$ cat config.mk
export PLATFORM = sky130hd
export DESIGN_NAME = param_cmd_ram
export DESIGN_NICKNAME = d
export VERILOG_FILES = /design/src/rtl/param_cmd_ram.sv
export SDC_FILE = /design/constraint.sdc
export NUM_CORES = 2
export LEC_CHECK = 0
export CAP_MARGIN = 20
export CORE_ASPECT_RATIO = 1.75
export CORE_UTILIZATION = 40
export DETAILED_ROUTE_END_ITERATION = 12
export GPL_ROUTABILITY_DRIVEN = 1
export PLACE_DENSITY = 0.6
export SYNTH_ARGS = -nofsm -noshare
export SYNTH_HDL_FRONTEND = slang
export SYNTH_SLANG_ARGS = --single-unit
export TNS_END_PERCENT = 100
$ cat constraint.sdc
create_clock -name clk -period 5.95 [get_ports clk]
set_input_delay 0.595 -clock clk [delete_from_list [all_inputs] [get_ports clk]]
set_output_delay 0.595 -clock clk [all_outputs]
set_load 0.05 [all_outputs]
$ cat src/rtl/param_cmd_ram.sv
// Command-driven RAM: 2-bit opcode selects set-write-addr / write-data / set-read-addr / read-data.
// Latency 1 cycle from read command to registered dout; no backpressure, one command per cycle.
module param_cmd_ram #(
  parameter int DATA_W    = 8,
  parameter int ADDR_W    = 8,
  parameter int MEM_DEPTH = 256,
  parameter int AUTO_INC  = 0
) (
  input  logic              clk,
  input  logic              rst_n,
  input  logic [DATA_W+1:0] din,
  input  logic              rx_valid,
  output logic [DATA_W-1:0] dout,
  output logic              tx_valid,
  output logic              err
);

  typedef enum logic [1:0] {
    CMD_WR_ADDR = 2'b00,
    CMD_WR_DATA = 2'b01,
    CMD_RD_ADDR = 2'b10,
    CMD_RD_DATA = 2'b11
  } cmd_t;

  typedef enum logic {
    ST_NONE  = 1'b0,
    ST_READY = 1'b1
  } ok_st_t;

  localparam logic [ADDR_W:0]   DEPTH_L = (ADDR_W+1)'(MEM_DEPTH);
  localparam logic [ADDR_W-1:0] LAST_A  = ADDR_W'(MEM_DEPTH - 1);

  logic [DATA_W-1:0] mem [MEM_DEPTH];

  cmd_t              cmd;
  logic [DATA_W-1:0] payload;
  logic [ADDR_W-1:0] addr_in;
  logic              addr_oob;

  ok_st_t            wr_st, wr_st_nxt;
  ok_st_t            rd_st, rd_st_nxt;
  logic [ADDR_W-1:0] wr_addr, wr_addr_nxt;
  logic [ADDR_W-1:0] rd_addr, rd_addr_nxt;
  logic              mem_we;
  logic              rd_en;
  logic              err_nxt;

  assign cmd      = cmd_t'(din[DATA_W+1:DATA_W]);
  assign payload  = din[DATA_W-1:0];
  assign addr_in  = payload[ADDR_W-1:0];
  assign addr_oob = {1'b0, addr_in} >= DEPTH_L;

  // Post-increment wraps at the configured depth, not at the address-field width.
  function automatic logic [ADDR_W-1:0] addr_inc(input logic [ADDR_W-1:0] a);
    return (a == LAST_A) ? '0 : a + 1'b1;
  endfunction

  always_comb begin
    wr_st_nxt   = wr_st;
    rd_st_nxt   = rd_st;
    wr_addr_nxt = wr_addr;
    rd_addr_nxt = rd_addr;
    mem_we      = 1'b0;
    rd_en       = 1'b0;
    err_nxt     = 1'b0;
    if (rx_valid) begin
      unique case (cmd)
        CMD_WR_ADDR: begin
          if (addr_oob) begin
            err_nxt = 1'b1;
          end else begin
            wr_addr_nxt = addr_in;
            wr_st_nxt   = ST_READY;
          end
        end
        CMD_WR_DATA: begin
          if (wr_st == ST_READY) begin
            mem_we = 1'b1;
            if (AUTO_INC != 0) wr_addr_nxt = addr_inc(wr_addr);
          end else begin
            err_nxt = 1'b1;
          end
        end
        CMD_RD_ADDR: begin
          if (addr_oob) begin
            err_nxt = 1'b1;
          end else begin
            rd_addr_nxt = addr_in;
            rd_st_nxt   = ST_READY;
          end
        end
        CMD_RD_DATA: begin
          if (rd_st == ST_READY) begin
            rd_en = 1'b1;
            if (AUTO_INC != 0) rd_addr_nxt = addr_inc(rd_addr);
          end else begin
            err_nxt = 1'b1;
          end
        end
        default: ;
      endcase
    end
  end

  always_ff @(posedge clk or negedge rst_n) begin
    if (!rst_n) begin
      wr_st    <= ST_NONE;
      rd_st    <= ST_NONE;
      wr_addr  <= '0;
      rd_addr  <= '0;
      dout     <= '0;
      tx_valid <= 1'b0;
      err      <= 1'b0;
    end else begin
      wr_st    <= wr_st_nxt;
      rd_st    <= rd_st_nxt;
      wr_addr  <= wr_addr_nxt;
      rd_addr  <= rd_addr_nxt;
      tx_valid <= rd_en;
      err      <= err_nxt;
      if (rd_en) dout <= mem[rd_addr];
    end
  end

  // Storage has no reset so contents persist across rst_n pulses.
  always_ff @(posedge clk) begin
    if (mem_we) mem[wr_addr] <= payload;
  end

endmodule

---- After elaboration in Yosys (flattened, before gate mapping) ----
Memories as Yosys holds them, arrays and structs flattened. A register that Yosys moved wholly into a read port is not among the register bits.
Cells that the tools add are included.
storage, ports and cells
  bits in registers ....................... 20
  RAM bits ................................ 2048
  input bits .............................. 13
  output and inout port bits .............. 10
  word-level logic and storage cells ...... 27
  memories kept ........................... 1
operators by class
  eq/ne operators ......................... 3
  mux-type cells .......................... 12
  reduce and logical (&&, ||, !) cells .... 5
memory list
  memory  depth  bits a word  read ports  clocked after memory_dff  write ports  RTL line  RTL
  mem     256    8            1           1                         1            33        logic [DATA_W-1:0] mem [MEM_DEPTH];
operators with widths
  operator              number
  $mux W1               11
  $eq A2 B2 Y1 const B  2
  $reduce_and A2 Y1     2
  $pmux W1 S3           1
  $eq A2 B1 Y1 const B  1
  $logic_not A2 Y1      1
  $reduce_or A2 Y1      1
  $logic_not A1 Y1      1

---- Longest topological paths before layout ----
  depth in word-level cells ............... 5
  depth in mapped cells ................... 13
  mapped depth without buffers ............ 7

---- Worst setup path before layout ----
OpenSTA, ideal clock, no wires.
  path kind ............................... input port to flip-flop
  start ................................... input din[9]
  end ..................................... memory mem[219][0] (enable)
  library setup time ...................... 0.370 ns
  arrival ................................. 2.129 ns
  required time ........................... 5.580 ns
  path slack .............................. 3.451 ns
  stages .................................. 5
  path buffers ............................ 1
  cells stage by stage .................... nand2b_1 > nor4b_1 > nand3_1 > clkbuf_1 > nor2_1
on the way
  cells in the longest elaborated chain, start to end .. 5
ends and longest elaborated chain
  element                        RTL line  RTL
  start: declaration             11        input logic [DATA_W+1:0] din,
  $eq A2 B1 Y1                   67        unique case (cmd)
  $mux W1                        67
  $mux W1                        66        if (rx_valid) begin
  $mux W1                        127       if (mem_we) mem[wr_addr] <= payload;
  $mux W1 (not written as such)  127
  end: declaration               33
Every way passes these cells.

==> flow_metrics.tcl <==
set metrics [dict create \
    period_share 0.815 \
    drc 8 \
    hold_violations 0 \
    clock_sinks 2076 \
    drtIter0Drc 4109 \
    synthTopCellsByArea "edfxtp_1 76%, mux4_2 9.7%, mux2i_1 3.8%" \
    yosys.area.top_type "edfxtp_1" \
    fmax_mhz 206 \
    avgSynthCellArea_um2 20.3 \
    worstPathRequired_ps 6700 \
    cts_setup_buffers 0 \
    die_area_um2 204000 \
    grt_pass1_vias 40700 \
    syn_area_um2 80900 \
    synth_ff_type "edfxtp_1" \
    worst_hold_path_type "in2reg" \
    wl_mm 218 \
    peakVddDrop_mv 0.216 \
    die_width_um 342 \
    synthDistinctLibCells 60 \
    antenna_found_initial 7 \
    ys_async_sr_fraction 0.0135 \
    gp_congestion 0.885 \
    synth_nets 3999 \
    cts_buffer_depth 4 \
    skew_ps 55.4 \
    power_leakage_uw 0.0275 \
    cap_violations 0 \
    worstSkewPairLatency_ps 830 \
    portBuffers 22 \
    grt_overflow 0 \
    tightest_slew_ps 1260 \
    grt.total_usage 0.212 \
    rsz0062_at_grt "false" \
    grt_pass1_wl_mm 309 \
    nNetsFinal 4054 \
    cts_made_buffers 178 \
    synth_top_area_frac 0.760 \
    timing.rr.start "rd_addr[2]" \
    hpwl_mm 137 \
    crit_fanout 23 \
    r2r_cells 9 \
    io_pins 23 \
    num_rows 218 \
    cts_tree "built" \
    crit_start "rd_addr[2]" \
    status "finished, violations left" \
    period_minus_slack_ps 4850 \
    cp.arrival_ps 5600 \
    ys_ff_latch 2076 \
    final_common_cell "edfxtp_1" \
    reg2reg_to "dout[1]" \
    die_h_um 597 \
    core-area_um2 201000 \
    finalPower_uw 32000 \
    hold_buffers 1 \
    vias 39800 \
    synth-edff-count 2048 \
    worstSetupStartpointType "register" \
    cts-root-buf "clkbuf_16" \
    start_util 0.402 \
    clk_pin_slew_worst_paths_ps 70 \
    setup-violations-final 0 \
    ys_seq_area_frac 0.769 \
    violations "DRC" \
    yosysWarnings 0 \
    critical_path_class "reg2reg" \
    mostFrequentLayoutCells "2048 x edfxtp_1, 350 x mux4_2, 314 x nor2_1, 311 x mux2i_1, 181 x clkbuf_16" \
    post_cts_resized 0 \
    vias_per_cell 5.84 \
    power_density_nw_per_um2 359 \
    syn2layout_area_growth_pct 10.2 \
    cts_max_level 4 \
    drv_slew 0 \
    drive_gt1_frac 0.175 \
    cp-end-kind "register" \
    maxSlewHeadroom 0.157 \
    grt_max_degree 185 \
    crit_end "dout[1]" \
    setup_tns_ps 0 \
    synthCells 3986 \
    wire_per_inst_um 31.9 \
    firstDrtPassIters 10 \
    drtAntennaViolNets 0 \
    regToRegSetupSlack_ps 1100 \
]
## metal layers
layer / wire (um) / share of wire / track usage / up-vias
li1: - / - / - / 16600
met1: 77300 / 0.36 / 0.247 / 21200
met2: 116000 / 0.53 / 0.383 / 1583
met3: 12500 / 0.057 / 0.0280 / 416
met4: 11900 / 0.055 / 0.107 / 6
met5: 45 / 0.00021 / 0 / -
## metrics by stage
| step | hold slack, ps | instances | setup WS [ps] | area (um^2) | util |
|---|---|---|---|---|---|
| finish | 218 | 6816 | 1100 | 89200 | 0.443 |
| global route | 207 | 6814 | 1200 | 89100 | 0.443 |
| CTS | 175 | 6813 | 1110 | 89100 | 0.443 |
| detailed placement | 471 | 6500 | 1160 | 83700 | 0.416 |
| global placement | 455 | 6495 | 732 | 83700 | 0.416 |
| floorplan | 299 | 3986 | 3450 | 80900 | - |
## registers in the layout (all words and copies together), names as in the netlist
register / cells
dout: 8
err: 1
mem: 2048
rd_addr: 8
rd_st: 1
tx_valid: 1
wr_addr: 8
wr_st: 1
## worst max-delay path, cell delays in order (launching register included)
cell and delay [ps]:
dfrtp_2 780, nand2_2 530, buf_4 390, buf_4 280, o221ai_1 300, o22ai_1 140, o21ai_0 670, a21oi_1 440
nor4_2 970, a221o_1 210
## where the power goes
group | internal [uW] | switching, uW | leakage (uW)
Combinational | 1590 | 2860 | 0.00610
Clock | 6070 | 5160 | 0.00265
Sequential | 16100 | 198 | 0.0187
## synth_stat cells, types with 52 or more instances
library cell and n:
edfxtp_1 2048, mux4_2 350, nor2_1 318, mux2i_1 311
o22ai_1 127, nand2_1 91, clkbuf_1 83, a22oi_1 67
o221ai_1 59, a211oi_1 58, buf_2 57, a21oi_1 52
## area by class of cell
cell class | instances | area [um^2]
diodes | 3 | 7.51
clock buffers | 219 | 4690
clock inverters | 93 | 716
fillers | 17100 | 112000
inverters | 4 | 17.5
multi-input cells | 1676 | 17100
flip-flops and latches | 2076 | 62200
well taps | 2640 | 3300
repair buffers | 105 | 1130
## how the worst min path moves through the flow
stage | startpoint | to | slack [ps] | cells past startpoint
after CTS | din[0] | mem[171][0] | 170 | 1
final | din[0] | mem[171][0] | 220 | 1
after global placement | wr_st | wr_st | 450 | 1
after floorplan | rst_n | dout[0] | 300 | 0
after global routing | din[0] | mem[171][0] | 210 | 1
after detailed placement | wr_st | wr_st | 470 | 1
## cells by family after synthesis
group | share of synthesized area
compound gates | 0.0388
buf+inv | 0.0208
flops | 0.769
mux | 0.143
simple gates | 0.0286
No activity file was read; power rests on OpenSTA's default activity.
